===== src/rtl/spi_seq_pkg.sv =====
// Shared definitions for the SPI register sequencer: table entry layout,
// op encodings, SPI instruction header bit positions and FSM states.
package spi_seq_pkg;

    localparam int unsigned ENTRY_W  = 32;
    localparam int unsigned SPI_W    = 24;
    localparam int unsigned ADDR_W   = 13;
    localparam int unsigned DATA_W   = 8;
    localparam int unsigned DLY_W    = 24;

    localparam int unsigned RNW_BIT  = 23;
    localparam int unsigned W1W0_HI  = 22;
    localparam int unsigned W1W0_LO  = 21;
    localparam int unsigned HADDR_HI = 20;
    localparam int unsigned HADDR_LO = 8;

    typedef enum logic [1:0] {
        OP_WRITE        = 2'b00,
        OP_WRITE_VERIFY = 2'b01,
        OP_DELAY        = 2'b10,
        OP_END          = 2'b11
    } op_e;

    typedef struct packed {
        op_e               op;
        logic              rsvd;
        logic [ADDR_W-1:0] addr;
        logic [DATA_W-1:0] data;
        logic [DATA_W-1:0] mask;
    } entry_t;

    typedef enum logic [3:0] {
        S_IDLE    = 4'd0,
        S_FETCH   = 4'd1,
        S_DECODE  = 4'd2,
        S_WR_REQ  = 4'd3,
        S_WR_BUSY = 4'd4,
        S_WR_DONE = 4'd5,
        S_RD_REQ  = 4'd6,
        S_RD_BUSY = 4'd7,
        S_RD_DONE = 4'd8,
        S_CHECK   = 4'd9,
        S_DELAY   = 4'd10,
        S_NEXT    = 4'd11,
        S_DONE    = 4'd12,
        S_ERROR   = 4'd13
    } seq_state_e;

    // Build the 24-bit spi_master word: {R/nW, W1W0=00, addr, data}.
    function automatic logic [SPI_W-1:0] spi_word(input logic              rnw,
                                                  input logic [ADDR_W-1:0] addr,
                                                  input logic [DATA_W-1:0] data);
        logic [SPI_W-1:0] w;
        w                   = '0;
        w[RNW_BIT]          = rnw;
        w[W1W0_HI:W1W0_LO]  = 2'b00;
        w[HADDR_HI:HADDR_LO] = addr;
        w[DATA_W-1:0]       = data;
        return w;
    endfunction

endpackage


===== src/rtl/spi_reg_sequencer.sv =====
// Table-driven SPI register programmer: walks a sync-ROM register table, issues
// writes to spi_master, optionally reads back and verifies, and runs timed delays.
module spi_reg_sequencer
    import spi_seq_pkg::*;
#(
    parameter int unsigned TBL_AW       = 6,
    parameter int unsigned BUSY_TIMEOUT = 4096,
    parameter int unsigned VERIFY_RETRY = 2
) (
    input  logic              clk,
    input  logic              rst,
    input  logic              i_cfg_start,
    output logic              o_busy,
    output logic              o_cfg_done,
    output logic              o_cfg_err,
    output logic [TBL_AW-1:0] o_err_index,
    output logic [TBL_AW-1:0] o_tbl_addr,
    input  logic [31:0]       i_tbl_data,
    output logic              o_spi_wr_cmd,
    output logic              o_spi_rd_cmd,
    output logic [23:0]       o_spi_wr_data,
    input  logic [7:0]        i_spi_rd_data,
    input  logic              i_spi_busy
);

    localparam int unsigned TMO_W  = $clog2(BUSY_TIMEOUT + 1);
    localparam int unsigned RTY_W  = (VERIFY_RETRY > 0) ? $clog2(VERIFY_RETRY + 1) : 1;
    localparam int unsigned DLY_CW = DLY_W + 1;
    localparam logic [TBL_AW-1:0] LAST_ADDR = '1;

    seq_state_e         r_state;
    logic               r_busy;
    logic               r_done;
    logic               r_err;
    logic [TBL_AW-1:0]  r_err_index;
    logic [TBL_AW-1:0]  r_tbl_addr;
    logic               r_wr_cmd;
    logic               r_rd_cmd;
    logic [SPI_W-1:0]   r_spi_word;
    op_e                r_op;
    logic [ADDR_W-1:0]  r_addr;
    logic [DATA_W-1:0]  r_data;
    logic [DATA_W-1:0]  r_mask;
    logic [DLY_W-1:0]   r_dly_len;
    logic [DLY_W-1:0]   r_dly_cnt;
    logic [TMO_W-1:0]   r_tmo_cnt;
    logic [RTY_W-1:0]   r_rty_cnt;
    logic [DATA_W-1:0]  r_rd_byte;

    entry_t             w_entry;
    logic               w_unused_rsvd;
    logic               w_tmo_hit;
    logic               w_check_pass;
    logic               w_retry_left;
    logic               w_dly_last;

    assign w_entry       = entry_t'(i_tbl_data);
    assign w_unused_rsvd = w_entry.rsvd;
    assign w_tmo_hit     = (r_tmo_cnt == TMO_W'(BUSY_TIMEOUT - 1));
    assign w_check_pass  = (((r_rd_byte ^ r_data) & r_mask) == '0);
    assign w_retry_left  = (r_rty_cnt < RTY_W'(VERIFY_RETRY));
    // A zero-length delay still spends one cycle in S_DELAY.
    assign w_dly_last    = (({1'b0, r_dly_cnt} + DLY_CW'(1)) >= {1'b0, r_dly_len});

    always_ff @(posedge clk) begin
        if (rst) begin
            r_state     <= S_IDLE;
            r_busy      <= 1'b0;
            r_done      <= 1'b0;
            r_err       <= 1'b0;
            r_err_index <= '0;
            r_tbl_addr  <= '0;
            r_wr_cmd    <= 1'b0;
            r_rd_cmd    <= 1'b0;
            r_spi_word  <= '0;
            r_op        <= OP_WRITE;
            r_addr      <= '0;
            r_data      <= '0;
            r_mask      <= '0;
            r_dly_len   <= '0;
            r_dly_cnt   <= '0;
            r_tmo_cnt   <= '0;
            r_rty_cnt   <= '0;
            r_rd_byte   <= '0;
        end else begin
            r_wr_cmd <= 1'b0;
            r_rd_cmd <= 1'b0;
            case (r_state)
                S_IDLE, S_DONE, S_ERROR: begin
                    if (i_cfg_start) begin
                        r_busy     <= 1'b1;
                        r_done     <= 1'b0;
                        r_err      <= 1'b0;
                        r_tbl_addr <= '0;
                        r_state    <= S_FETCH;
                    end
                end
                S_FETCH: r_state <= S_DECODE;
                S_DECODE: begin
                    r_op      <= w_entry.op;
                    r_addr    <= w_entry.addr;
                    r_data    <= w_entry.data;
                    r_mask    <= w_entry.mask;
                    r_dly_len <= i_tbl_data[DLY_W-1:0];
                    r_dly_cnt <= '0;
                    r_rty_cnt <= '0;
                    case (w_entry.op)
                        OP_WRITE, OP_WRITE_VERIFY: begin
                            r_spi_word <= spi_word(1'b0, w_entry.addr, w_entry.data);
                            r_state    <= S_WR_REQ;
                        end
                        OP_DELAY: r_state <= S_DELAY;
                        default: begin
                            r_busy  <= 1'b0;
                            r_done  <= 1'b1;
                            r_state <= S_DONE;
                        end
                    endcase
                end
                S_WR_REQ: begin
                    if (!i_spi_busy) begin
                        r_wr_cmd  <= 1'b1;
                        r_tmo_cnt <= '0;
                        r_state   <= S_WR_BUSY;
                    end
                end
                S_WR_BUSY: begin
                    if (i_spi_busy) begin
                        r_tmo_cnt <= '0;
                        r_state   <= S_WR_DONE;
                    end else if (w_tmo_hit) begin
                        r_busy      <= 1'b0;
                        r_err       <= 1'b1;
                        r_err_index <= r_tbl_addr;
                        r_state     <= S_ERROR;
                    end else begin
                        r_tmo_cnt <= r_tmo_cnt + TMO_W'(1);
                    end
                end
                S_WR_DONE: begin
                    if (!i_spi_busy) begin
                        if (r_op == OP_WRITE_VERIFY) begin
                            r_spi_word <= spi_word(1'b1, r_addr, 8'h00);
                            r_state    <= S_RD_REQ;
                        end else begin
                            r_state <= S_NEXT;
                        end
                    end else if (w_tmo_hit) begin
                        r_busy      <= 1'b0;
                        r_err       <= 1'b1;
                        r_err_index <= r_tbl_addr;
                        r_state     <= S_ERROR;
                    end else begin
                        r_tmo_cnt <= r_tmo_cnt + TMO_W'(1);
                    end
                end
                S_RD_REQ: begin
                    if (!i_spi_busy) begin
                        r_rd_cmd  <= 1'b1;
                        r_tmo_cnt <= '0;
                        r_state   <= S_RD_BUSY;
                    end
                end
                S_RD_BUSY: begin
                    if (i_spi_busy) begin
                        r_tmo_cnt <= '0;
                        r_state   <= S_RD_DONE;
                    end else if (w_tmo_hit) begin
                        r_busy      <= 1'b0;
                        r_err       <= 1'b1;
                        r_err_index <= r_tbl_addr;
                        r_state     <= S_ERROR;
                    end else begin
                        r_tmo_cnt <= r_tmo_cnt + TMO_W'(1);
                    end
                end
                S_RD_DONE: begin
                    if (!i_spi_busy) begin
                        r_rd_byte <= i_spi_rd_data;
                        r_state   <= S_CHECK;
                    end else if (w_tmo_hit) begin
                        r_busy      <= 1'b0;
                        r_err       <= 1'b1;
                        r_err_index <= r_tbl_addr;
                        r_state     <= S_ERROR;
                    end else begin
                        r_tmo_cnt <= r_tmo_cnt + TMO_W'(1);
                    end
                end
                S_CHECK: begin
                    if (w_check_pass) begin
                        r_state <= S_NEXT;
                    end else if (w_retry_left) begin
                        r_rty_cnt  <= r_rty_cnt + RTY_W'(1);
                        r_spi_word <= spi_word(1'b0, r_addr, r_data);
                        r_state    <= S_WR_REQ;
                    end else begin
                        r_busy      <= 1'b0;
                        r_err       <= 1'b1;
                        r_err_index <= r_tbl_addr;
                        r_state     <= S_ERROR;
                    end
                end
                S_DELAY: begin
                    if (w_dly_last) begin
                        r_state <= S_NEXT;
                    end else begin
                        r_dly_cnt <= r_dly_cnt + DLY_W'(1);
                    end
                end
                S_NEXT: begin
                    // Running off the end of the table is an implicit END.
                    if (r_tbl_addr == LAST_ADDR) begin
                        r_busy  <= 1'b0;
                        r_done  <= 1'b1;
                        r_state <= S_DONE;
                    end else begin
                        r_tbl_addr <= r_tbl_addr + TBL_AW'(1);
                        r_state    <= S_FETCH;
                    end
                end
                default: r_state <= S_IDLE;
            endcase
        end
    end

    assign o_busy        = r_busy;
    assign o_cfg_done    = r_done;
    assign o_cfg_err     = r_err;
    assign o_err_index   = r_err_index;
    assign o_tbl_addr    = r_tbl_addr;
    assign o_spi_wr_cmd  = r_wr_cmd;
    assign o_spi_rd_cmd  = r_rd_cmd;
    assign o_spi_wr_data = r_spi_word;

endmodule


===== config.mk =====
export PLATFORM = sky130hd
export DESIGN_NAME = spi_reg_sequencer
export DESIGN_NICKNAME = d
export VERILOG_FILES = /design/src/rtl/spi_seq_pkg.sv /design/src/rtl/spi_reg_sequencer.sv
export SDC_FILE = /design/constraint.sdc
export NUM_CORES = 1
export LEC_CHECK = 0
export ABC_AREA = 1
export BUFFER_PORTS_ARGS = -buffer_cell sky130_fd_sc_hd__buf_2
export CAP_MARGIN = 20
export CORE_MARGIN = 4
export CORE_UTILIZATION = 53
export CTS_CLUSTER_DIAMETER = 80
export CTS_CLUSTER_SIZE = 25
export DETAILED_ROUTE_END_ITERATION = 8
export PLACE_DENSITY = 0.76
export REMOVE_ABC_BUFFERS = 1
export SETUP_SLACK_MARGIN = 0.05
export SYNTH_ARGS = -nofsm -noshare
export SYNTH_HDL_FRONTEND = slang
export SYNTH_SLANG_ARGS = --single-unit

===== constraint.sdc =====
create_clock -name clk -period 2.8 [get_ports clk]
set_input_delay 0.28 -clock clk [delete_from_list [all_inputs] [get_ports clk]]
set_output_delay 0.28 -clock clk [all_outputs]
set_load 0.01 [all_outputs]

==> impl_results.md, run 1 <==
* Crit-path max FO at 7
* Setup Crit Path Kind: flop to flop
* Ys async rst share at 0
* Summed instance area of the synthesized netlist at 0.006883 mm²
* Routed wire length at 20630 µm
* Diodes inserted at 0
* Share of the cycle needed by the critical path after routing at 1.080
* Tightest slew margin relative to the limit at 0.5815
* Total of endpoints with negative setup slack in the final report at 28
* Layout Cells excl Fill at 1384
* Drt first-iter violations at 614
* Count of H-tree levels built during CTS at 4
* Worst-Margin Slew at 0.6270 ns
* Fin Clk Skew at 0.009742 ns
* Initial core utilization at 0.5432
* Top-level port count at 85
* Fin nets at 1270
* Final design utilization at 0.7023
* Residual DRC at 0
* Static Leak at 4.084 nW
* Most common cell after layout, fill and taps aside: nand2_1
* Run status: finished, violations left
* Cell Count Post-Placement at 1334
* Final HPWL from detailed placement at 13100 µm
* Total via count after detailed routing at 7354
* Most frequent cells in the layout: 210 x nand2_1, 139 x nor2_1, 128 x inv_1, 110 x dfxtp_1, 98 x o21ai_0
* Max-slew violation count at 0
* Class of the most critical hold timing path: input port to flop
* Tmin final at 3.025 ns
* Number of standard-cell rows in the floorplan at 41
* Area Overhead vs Synth at 29.29%
* Portion of the post-synthesis area used by sequential elements at 0.3519
* Core footprint at 0.01267 mm²
* Peak supply drop at 617.8 µV
* Synthesized instance count at 1076
* Failing checks: setup timing
* Max frequency at 0.3306 GHz
* Unrepaired setup endpoints after global routing: true
* Die X-Extent at 122.0 µm
* Global route overflow at 0
* Post-detailed-route count of antenna-violating nets at 0
* Vias in the first global route at 6735
* Total track usage at 0.2624
* # Max-Cap Violations at 0
* Element type at the critical path end: flop
* Routability cong. at 0.9127
* Number of enable flip-flop cells after synthesis at 0
* Average footprint of a synthesized cell at 6.397 µm²
* Clock root buffer master: clkbuf_16
* DR pass1 iterations at 5
* Clock-pin slew on the worst setup and hold paths at 0.06 ns
* IO Port Bufs at 81
* Die height at 122.0 µm
* Fraction of layout cells with a size suffix above 1 at 0.2475
* Post-layout worst setup margin at -0.2245 ns
* Register bit count reported by yosys at 121
* Full die area at 0.01487 mm²
* Initial antenna violation count at 0
* Power density normalized to cell area at 1038 mW/mm²
* Synth Warn # at 0
* WP data required at 3.11 ns
* Worst-Skew Late Latency at 0.42 ns
* Detailed-route wire length per cell at 14.90 µm
* Crit path DAT at 3.34 ns
* Number of hold violations in the final report at 0
* Pin count of the biggest net entering global routing at 89
* Via density at 5.314
* Clock tree from TritonCTS: done
* Synth Flop Type: dfxtp_1
* Clock Sinks at 121
* Number of library cell types mapped by synthesis at 41
* Post-route worst hold slack at 0.1371 ns
* Number of buffers created by CTS at 17
* Clock tree buffer depth at 2
* Filler Cell Count at 1011
* Launching element type of the critical path: flop
* Global-route wire length before repair at 31110 µm
## final timing paths
kind,from,end,slack (ns),cells after the start
worst max-delay path,r_dly_cnt[4]$_SDFFE_PP0P_,r_dly_cnt[17]$_SDFFE_PP0P_,-0.22,19
worst min-delay path,i_spi_rd_data[7],r_rd_byte[7]$_SDFFE_PP0P_,0.14,3
worst min register to register,o_spi_wr_data[20]$_SDFFE_PP0P_,o_spi_wr_data[20]$_SDFFE_PP0P_,0.44,2
worst max register to register,r_dly_cnt[4]$_SDFFE_PP0P_,r_dly_cnt[17]$_SDFFE_PP0P_,-0.22,19
## cell type report
class / count / area, µm² / area share
flip-flops and latches: 121 / 2441 / 0.2743
multi-input cells: 772 / 4187 / 0.4705
inverters: 145 / 544.3 / 0.06116
clock inverters: 12 / 141.4 / 0.01589
clock buffers: 20 / 446.7 / 0.05020
repair buffers: 142 / 923.4 / 0.1038
well taps: 172 / 215.2 / 0.02418
## routing by layer
layer | global-route usage | share of wire | up-vias
li1 | - | - | 3703
met4 | 0.09454 | 0.027 | 0
met3 | 0.05710 | 0.063 | 54
met5 | 0 | 0 | -
met1 | 0.3097 | 0.40 | 3327
met2 | 0.4672 | 0.51 | 270
## sequential cells by signal, indices dropped and copies added (netlist names)
signal         flops
o_spi_rd_cmd       1
o_spi_wr_cmd       1
o_tbl_addr         6
o_cfg_done         1
r_dly_cnt         24
r_addr            13
r_data             7
o_err_index        6
r_state            4
o_busy             1
o_cfg_err          1
r_mask             7
r_op               2
r_rty_cnt          2
r_tmo_cnt         13
r_rd_byte          8
r_dly_len          2
o_spi_wr_data     22
## cells in the mapped netlist (3+ instances only)
| cell type | count | area (µm²) |
|---|---|---|
| inv_1 | 139 | 521.8 |
| buf_1 | 4 | 15.01 |
| inv_2 | 6 | 22.52 |
| xor2_1 | 15 | 131.4 |
| nand3b_1 | 5 | 37.54 |
| nand2_2 | 4 | 25.02 |
| nor2_2 | 8 | 50.05 |
| a21boi_0 | 3 | 22.52 |
| o21ai_0 | 99 | 495.5 |
| a211oi_1 | 3 | 22.52 |
| nand3_1 | 53 | 265.3 |
| nand4_1 | 11 | 68.82 |
| ha_1 | 27 | 337.8 |
| nor3_1 | 23 | 115.1 |
| nor4_1 | 3 | 18.77 |
| a21oi_1 | 100 | 500.5 |
| dfxtp_1 | 121 | 2422 |
| nand2_1 | 239 | 897.1 |
| clkbuf_1 | 24 | 90.09 |
| buf_2 | 8 | 40.04 |
| nor2_1 | 155 | 581.8 |
## critical path, cell delays in order (launching register included)
cell	delay [ns]
dfxtp_2	0.35
nand2_2	0.08
nor3_2	0.22
nand2_2	0.10
nor2_4	0.15
nand2_2	0.11
buf_4	0.17
xnor2_1	0.27
ha_1	0.32
nand3_1	0.09
nor2_1	0.05
nand2_1	0.08
nand2_1	0.08
a21oi_2	0.17
nand3_4	0.18
buf_6	0.18
nand2_8	0.09
nand2_1	0.07
nand2_1	0.09
nor2_1	0.05
## per-stage QoR
stage	TNS [ns]	power, W	instance area [µm²]	setup slack (ns)
after floorplan	-20.84	0.005100	6705	-0.7990
after global placement	-1.491	0.006185	7704	-0.08623
after detailed placement	-2.414	0.006259	7704	-0.1173
after CTS	-0.7403	0.008680	8557	-0.05301
after global routing	-7.876	0.009888	8899	-0.3416
final	-4.009	0.009234	8899	-0.2245
## what timing repair did
item | CTS | global route
setup endpoints to repair | 28 | 28
resized for setup | 47 | 83
hold buffers | 0 | 0
setup buffers | 10 | 6
gates cloned | 3 | 0
pin swaps | 7 | 38
## cells by family (layout without fill, tap and decap cells)
| family | count (synthesis) | after routing | share of synthesized area |
|---|---|---|---|
| AOI/OAI and AO/OA | 215 | 215 | 0.1616 |
| xor gates and xnor gates | 17 | 17 | 0.02163 |
| adders and majority gates | 27 | 27 | 0.04908 |
| buffers and inverters | 186 | 319 | 0.1054 |
| DFF | 121 | 121 | 0.3519 |
| muxes | 1 | 1 | 0.001636 |
| other | 1 | 2 | 0.0005448 |
| and+or+nand+nor | 508 | 510 | 0.3081 |
## power breakdown
part	total, W	switching (W)	internal, W
logic	0.00443	0.00273	0.00170
clock network	0.00218	0.000839	0.00135
registers	0.00262	0.000357	0.00226
total	0.00923	0.00392	0.00531
(Power assumes the default switching activity.)
==> run 2, diff against run 1 <==
- CORE_UTILIZATION: 53 -> 40
- PLACE_DENSITY: 0.76 -> 0.6
==> impl_results.md, run 2 (synthesized netlist as in run 1, its figures left out) <==
* Pin count of the biggest net entering global routing at 82 (was 89)
* IO Port Bufs at 81 (unchanged)
* Area Overhead vs Synth at 31.30% (was 29.29%)
* Post-route worst hold slack at 0.1254 ns (was 0.1371 ns)
* Number of standard-cell rows in the floorplan at 47 (was 41)
* Power density normalized to cell area at 1037 mW/mm² (was 1038 mW/mm²)
* Global-route wire length before repair at 31460 µm (was 31110 µm)
* Failing checks: setup timing (unchanged)
* Clock tree buffer depth at 2 (unchanged)
* Static Leak at 4.152 nW (was 4.084 nW)
* Full die area at 0.01937 mm² (was 0.01487 mm²)
* # Max-Cap Violations at 0 (unchanged)
* Class of the most critical hold timing path: input port to flop (unchanged)
* Diodes inserted at 0 (unchanged)
* Share of the cycle needed by the critical path after routing at 1.044 (was 1.080)
* FF-to-FF setup slack at -0.12 ns (was -0.22 ns)
* Hold path start: i_tbl_data[28] (was i_spi_rd_data[7])
* Total track usage at 0.1975 (was 0.2624)
* Peak supply drop at 534.2 µV (was 617.8 µV)
* Detailed-route wire length per cell at 13.75 µm (was 14.90 µm)
* Clock Sinks at 121 (unchanged)
* Launching element type of the critical path: flop (unchanged)
* Hold buffer count at CTS at 0 (unchanged)
* Number of buffers created by CTS at 17 (unchanged)
* Max frequency at 0.3422 GHz (was 0.3306 GHz)
* Routed wire length at 19730 µm (was 20630 µm)
* Tmin final at 2.922 ns (was 3.025 ns)
* Die height at 139.2 µm (was 122.0 µm)
* Die X-Extent at 139.2 µm (was 122.0 µm)
* Setup Crit Path Kind: flop to flop (unchanged)
* Clock tree from TritonCTS: done (unchanged)
* Post-placement cell area at 0.007846 mm² (was 0.007704 mm²)
* Fin Clk Skew at 0.009207 ns (was 0.009742 ns)
* Initial antenna violation count at 0 (unchanged)
* DR pass1 iterations at 5 (unchanged)
* Largest reg by FF count: r_dly_cnt (unchanged)
* Unrepaired setup endpoints after global routing: true (unchanged)
* Number of hold violations in the final report at 0 (unchanged)
* Residual DRC at 0 (unchanged)
* Top-level port count at 85 (unchanged)
* Crit-path max FO at 6 (was 7)
* Run status: finished, violations left (unchanged)
* Launching point of the worst reg2reg path: r_dly_cnt[0]$_SDFFE_PP0P_ (was r_dly_cnt[4]$_SDFFE_PP0P_)
* Via density at 4.932 (was 5.314)
* Flip-flop count of the largest register, all copies and words added at 24 (unchanged)
* Worst-Skew Late Latency at 0.42 ns (about the same)
* Count of H-tree levels built during CTS at 4 (unchanged)
* Post-route cell area at 0.009037 mm² (was 0.008899 mm²)
* Element type at the critical path end: flop (unchanged)
* Core footprint at 0.01670 mm² (was 0.01267 mm²)
* Most common cell after layout, fill and taps aside: nand2_1 (unchanged)
* Post-layout worst setup margin at -0.1223 ns (was -0.2245 ns)
* Crit path DAT at 3.24 ns (was 3.34 ns)
* Clock root buffer master: clkbuf_16 (unchanged)
* Vias in the first global route at 6406 (was 6735)
* Final design utilization at 0.5411 (was 0.7023)
* Fraction of layout cells with a size suffix above 1 at 0.2412 (was 0.2475)
* Drt first-iter violations at 485 (was 614)
* Total via count after detailed routing at 7078 (was 7354)
* Most frequent cells in the layout: 219 x nand2_1, 138 x nor2_1, 132 x inv_1, 113 x dfxtp_1, 98 x o21ai_0 (was 210 x nand2_1, 139 x nor2_1, 128 x inv_1, 110 x dfxtp_1, 98 x o21ai_0)
* Clock-pin slew on the worst setup and hold paths at 0.06 ns (about the same)
* Post-detailed-route count of antenna-violating nets at 0 (unchanged)
* Routability cong. at 0.8852 (was 0.9127)
* Launch point of the critical path: r_dly_cnt[0]$_SDFFE_PP0P_ (was r_dly_cnt[4]$_SDFFE_PP0P_)
* Worst setup slack before clock tree synthesis at -0.2329 ns (was -0.1173 ns)
* Final HPWL from detailed placement at 13760 µm (was 13100 µm)
* Global route overflow at 0 (unchanged)
* WP data required at 3.12 ns (was 3.11 ns)
* Total of endpoints with negative setup slack in the final report at 28 (unchanged)
* Max-slew violation count at 0 (unchanged)
* Initial core utilization at 0.4121 (was 0.5432)
* Fin nets at 1273 (was 1270)
## run 2: area by class of cell
type / count / area (µm²)
clock buffer: 22 / 474.2
tap: 220 / 275.3
sequential: 121 / 2437
clock inverter: 10 / 166.4
timing repair buffer: 144 / 962.2
multi-input combinational: 773 / 4178
inverter: 145 / 544.3
fill: 1696 / 7664
## run 2: where the power goes
part | switching (W) | internal, W | total (W)
registers | 0.000342 | 0.00226 | 0.00260
clock network | 0.000795 | 0.00156 | 0.00236
logic | 0.00265 | 0.00176 | 0.00441
total | 0.00379 | 0.00558 | 0.00937
## run 2: per-stage QoR
step	cells	TNS (ns)	total power, W
after detailed placement	1393	-5.363	0.006407
after floorplan	1036	-20.84	0.005100
after global routing	1435	-8.373	0.01018
after global placement	1393	-4.064	0.006368
after CTS	1427	-1.886	0.008880
final	1435	-2.255	0.009370
## run 2: final timing paths
kind                                                 endpoint  cells past startpoint
worst max-delay path               r_dly_cnt[23]$_SDFFE_PP0P_                     24
worst min-delay path                  r_addr[12]$_SDFFE_PP0P_                      3
worst max register to register     r_dly_cnt[23]$_SDFFE_PP0P_                     24
worst min register to register  o_spi_wr_data[5]$_SDFFE_PP0P_                      2
## run 2: repair_timing
| item | CTS | global route |
|---|---|---|
| resized for setup | 19 | 95 |
| buffers inserted | 1 | 2 |
| gates cloned | 1 | 6 |
| pin swaps | 4 | 32 |
| setup endpoints to repair | 28 | 28 |
## run 2: per-layer routing
metal,routed length [µm],global-route usage,up-vias
met1,9141,0.2584,3208
met5,0,0,-
li1,-,-,3707
met3,715,0.03931,20
met4,274,0.05510,0
met2,9600,0.3321,143
## run 2: critical path: stages (launching register included)
cell and delay (ns):
dfxtp_4 0.37, ha_4 0.15, nand2_4 0.06, inv_2 0.05, nand2_2 0.05, nor2_4 0.11
nand2_2 0.08, inv_2 0.07, nand2_4 0.06, nand2_1 0.06, inv_1 0.03, or2_2 0.28
inv_2 0.07, ha_4 0.20, nand2_2 0.07, nor2_1 0.04, nand2_1 0.07, nor2_1 0.04
nand2_1 0.08, nand2_2 0.08, a21oi_4 0.20, nand3_4 0.18, clkbuf_16 0.22, a21oi_2 0.13
nor2_1 0.05
==> run 3, diff against run 2 <==
- ABC_AREA: 1 -> not set
- ABC_CLOCK_PERIOD_IN_PS: not set -> 2850
- PLACE_DENSITY: 0.6 -> 0.58
- clock period: 2.8 -> 2.85 ns (I/O delays scaled with it)
==> impl_results.md, run 3 <==
* Flip-flop count of the largest register, all copies and words added at 24 (unchanged)
* Crit path depth at 14 (was 24)
* Global route overflow at 0 (unchanged)
* Proportion of power drawn by combinational gates at 0.364 (was 0.471)
* Residual DRC at 0 (unchanged)
* Total via count after detailed routing at 6581 (was 7078)
* IO Port Bufs at 81 (unchanged)
* Static Leak at 3.684 nW (was 4.152 nW)
* Synth Warn # at 0 (unchanged)
* Summed instance area of the synthesized netlist at 0.006774 mm² (was 0.006883 mm²)
* Cell internal pwr at 0.004180 W (was 0.005580 W)
* Total of endpoints with negative setup slack in the final report at 27 (was 28)
* Most common cell type on the critical path: buf_4 (was nand2_2)
* Cell Count Post-Placement at 1189 (was 1393)
* Final design utilization at 0.5368 (was 0.5411)
* Chain of cells forming the critical path: nand4_4 > nor4_4 > buf_4 > buf_4 > nand3_4 > xnor2_2 > ha_1 > a21oi_2 > o21bai_1 > a211oi_2 > o22ai_1 > or3_4 > or2_4 > o32ai_2 (was ha_4 > nand2_4 > inv_2 > nand2_2 > nor2_4 > nand2_2 > inv_2 > nand2_4 > nand2_1 > inv_1 > or2_2 > inv_2 > ha_4 > nand2_2 > nor2_1 > nand2_1 > nor2_1 > nand2_1 > nand2_2 > a21oi_4 > nand3_4 > clkbuf_16 > a21oi_2 > nor2_1)
* Area Overhead vs Synth at 31.42% (was 31.30%)
* Portion of the post-synthesis area used by sequential elements at 0.3576 (was 0.3519)
* Reg-to-reg critical path endpoint: r_dly_cnt[8]$_SDFFE_PP0P_ (was r_dly_cnt[23]$_SDFFE_PP0P_)
* Element type at the critical path end: flop (unchanged)
* Peak supply drop at 506.1 µV (was 534.2 µV)
* Crit-path max FO at 6 (unchanged)
* Worst-Margin Slew at 0.9191 ns
* Tmin final at 3.120 ns (was 2.922 ns)
* Average footprint of a synthesized cell at 7.831 µm² (was 6.397 µm²)
* Total track usage at 0.2023 (was 0.1975)
* Synth Flop Type: dfxtp_1 (unchanged)
* Family of cells with the greatest summed delay on the critical path: simple AND/OR/NAND/NOR gates (unchanged)
* Worst path slowest cell: or3_4 (was dfxtp_4)
* Filler Cell Count at 1607 (was 1696)
* Worst setup path end: r_dly_cnt[8]$_SDFFE_PP0P_ (was r_dly_cnt[23]$_SDFFE_PP0P_)
* Final HPWL from detailed placement at 13650 µm (was 13760 µm)
* Most frequent cells in the layout: 127 x nand2_1, 115 x dfxtp_1, 101 x nor2_1, 86 x buf_4, 80 x buf_2 (was 219 x nand2_1, 138 x nor2_1, 132 x inv_1, 113 x dfxtp_1, 98 x o21ai_0)
* Sw Ratio at 0.3656 (was 0.4045)
* Global-route wire length before repair at 32140 µm (was 31460 µm)
* Worst-Skew Late Latency at 0.41 ns (was 0.42 ns)
* Synthesized instance count at 865 (was 1076)
* Initial core utilization at 0.4085 (was 0.4121)
* Failing checks: setup timing (unchanged)
* Launch point of the critical path: r_dly_cnt[6]$_SDFFE_PP0P_ (was r_dly_cnt[0]$_SDFFE_PP0P_)
* Share of the cycle needed by the critical path after routing at 1.095 (was 1.044)
* Max-slew violation count at 0 (unchanged)
* Synth area leader: dfxtp_1 (unchanged)
* Routability cong. at 0.8831 (was 0.8852)
* Worst setup slack before clock tree synthesis at -0.4976 ns (was -0.2329 ns)
* Number of buffers created by CTS at 17 (unchanged)
* Class of the most critical hold timing path: input port to flop (unchanged)
* Post-layout worst setup margin at -0.2695 ns (was -0.1223 ns)
* Largest reg by FF count: r_dly_cnt (unchanged)
* Crit path DAT at 3.44 ns (was 3.24 ns)
* Post-detailed-route count of antenna-violating nets at 0 (unchanged)
* Fin Clk Skew at 0.007205 ns (was 0.009207 ns)
* # Max-Cap Violations at 0 (unchanged)
* Number of enable flip-flop cells after synthesis at 0 (unchanged)
* Buf+Inv Stages, Crit Path at 2 (was 5)
* Flop pwr share at 0.322 (was 0.278)
* Detailed-route wire length per cell at 15.73 µm (was 13.75 µm)
* Via density at 5.320 (was 4.932)
* Core footprint at 0.01658 mm² (was 0.01670 mm²)
* Clock-pin slew on the worst setup and hold paths at 0.06 ns (about the same)
* Tightest slew margin relative to the limit at 0.3872
* Number of library cell types mapped by synthesis at 64 (was 41)
* Top-level port count at 85 (unchanged)
* Full die area at 0.01908 mm² (was 0.01937 mm²)
* Clock tree from TritonCTS: done (unchanged)
* Die height at 138.1 µm (was 139.2 µm)
* Unrepaired setup endpoints after global routing: true (unchanged)
* WP data required at 3.17 ns (was 3.12 ns)
* Most common cell after layout, fill and taps aside: nand2_1 (unchanged)
* Layout Cells excl Fill at 1237 (was 1435)
* Number of hold violations in the final report at 0 (unchanged)
* Clock tree buffer depth at 2 (unchanged)
* Launching element type of the critical path: flop (unchanged)
* Count of H-tree levels built during CTS at 4 (unchanged)
* Initial antenna violation count at 2 (was 0)
* Depth of the worst register-to-register path at 14 (was 24)
* FF-to-FF setup slack at -0.27 ns (was -0.12 ns)
* Power density normalized to cell area at 740.0 mW/mm² (was 1037 mW/mm²)
* Drt first-iter violations at 335 (was 485)
* Number of standard-cell rows in the floorplan at 47 (unchanged)
* Fraction of layout cells with a size suffix above 1 at 0.2802 (was 0.2412)
* Routed wire length at 19460 µm (was 19730 µm)
* Post-synth top area share at 0.3576 (was 0.3519)
* Die X-Extent at 138.1 µm (was 139.2 µm)
* Diodes inserted at 0 (unchanged)
* Pin count of the biggest net entering global routing at 53 (was 82)
* Leading post-synthesis cells by instance count: 129 x nand2_1, 121 x dfxtp_1, 105 x nor2_1 (was 239 x nand2_1, 155 x nor2_1, 139 x inv_1)
* Ys async rst share at 0 (unchanged)
* Clock root buffer master: clkbuf_16 (unchanged)
* Synth area leaders: dfxtp_1 36%, nand2_1 7.1%, nor2_1 5.8%, a21oi_1 5.1%, ha_1 5.0% (was dfxtp_1 35%, nand2_1 13%, nor2_1 8.5%, inv_1 7.6%, a21oi_1 7.3%)
* Fraction of power consumed by the clock network at 0.314 (was 0.251)
* Top-count cell post-synth: nand2_1 (unchanged)
* Clock Sinks at 121 (unchanged)
* Slowest stage delay, CP at 0.37 ns (about the same)
* Max frequency at 0.3206 GHz (was 0.3422 GHz)
* Register bit count reported by yosys at 121 (unchanged)
* Launching point of the worst reg2reg path: r_dly_cnt[6]$_SDFFE_PP0P_ (was r_dly_cnt[0]$_SDFFE_PP0P_)
* Fin nets at 1076 (was 1273)
* Setup Crit Path Kind: flop to flop (unchanged)
* DR pass1 iterations at 5 (unchanged)
* Run status: finished, violations left (unchanged)
* Vias in the first global route at 6303 (was 6406)
* Net Sw Power at 0.002408 W (was 0.003790 W)
## run 3: changes by cell type after synthesis, sizes merged, moves of 19 or more
cell,delta
a21oi,-32
o21ai,-69
nand3,-23
mux2i,+22
xnor2,+19
nand2,-115
nor2,-56
a211oi,+22
inv,-100
## run 3: area by class of cell
| type | count | area, µm² | area share |
|---|---|---|---|
| Clock inverter | 11 | 123.9 | 0.01391 |
| Multi-Input combinational cell | 646 | 4297 | 0.4826 |
| Sequential cell | 121 | 2430 | 0.2729 |
| Clock buffer | 20 | 446.7 | 0.05018 |
| Timing Repair Buffer | 174 | 1161 | 0.1304 |
| Tap cell | 220 | 275.3 | 0.03092 |
| Inverter | 45 | 168.9 | 0.01897 |
## run 3: worst min-delay path by stage
stage,start,endpoint,slack [ns],cells after the start
after floorplan,rst,o_busy$_SDFFE_PP0P_,0.35,1
after global placement,r_tmo_cnt[12]$_SDFFE_PP0P_,r_tmo_cnt[12]$_SDFFE_PP0P_,0.42,2
after detailed placement,r_tmo_cnt[12]$_SDFFE_PP0P_,r_tmo_cnt[12]$_SDFFE_PP0P_,0.43,2
after CTS,i_tbl_data[1],r_mask[1]$_SDFFE_PP0P_,0.09,3
after global routing,i_spi_rd_data[1],r_rd_byte[1]$_SDFFE_PP0P_,0.10,3
final,i_spi_rd_data[6],r_rd_byte[6]$_SDFFE_PP0P_,0.11,3
## run 3: metal layers
metal	GRT usage	share of wire	vias to the layer above
met1	0.2788	0.47	3060
met4	0.07384	0.019	4
met2	0.3104	0.46	167
li1	-	-	3323
met3	0.04731	0.050	27
met5	0	0.0013	-
## run 3: logic make-up (layout without fill, tap and decap cells)
| group | count (synthesis) | count (layout) | synth area share |
|---|---|---|---|
| simple gates | 357 | 358 | 0.2545 |
| compound gates | 197 | 197 | 0.1906 |
| flops | 121 | 121 | 0.3576 |
| buf+inv | 100 | 250 | 0.06261 |
| xor+xnor | 40 | 40 | 0.05172 |
| fa+ha+maj | 27 | 27 | 0.04987 |
| mux | 22 | 22 | 0.03251 |
| other cells | 1 | 2 | 0.0005536 |
## run 3: what timing repair did
item                       4_1_cts  5_1_grt
setup endpoints to repair       27       27
pin swaps                       34       19
hold buffers                     0        0
gates cloned                     2        0
gates resized for setup         49       40
setup buffers                   10        5
## run 3: tightest hold or removal path: cells and delay by family
kind          cells  cell delay [ns]
buf+inv           1             0.07
mux               1             0.05
simple gates      1             0.07
## run 3: through the flow
stage	hold slack, ns	area (µm²)	TNS, ns	power (W)
after floorplan	0.3541	6523	-43.69	0.003539
after global placement	0.4245	7831	-8.593	0.004376
after detailed placement	0.4307	7831	-11.41	0.004380
after CTS	0.09244	8713	-4.476	0.006559
after global routing	0.1010	8902	-10.55	0.006998
final	0.1068	8902	-5.078	0.006588
## run 3: power groups by stage
stage	combinational, W	sequential, W	clock, W
2_1_floorplan	0.00131	0.00223	0
3_3_place_gp	0.00223	0.00215	0
3_5_place_dp	0.00223	0.00215	0
4_1_cts	0.00233	0.00212	0.00212
5_1_grt	0.00267	0.00215	0.00218
6_report	0.00240	0.00212	0.00207
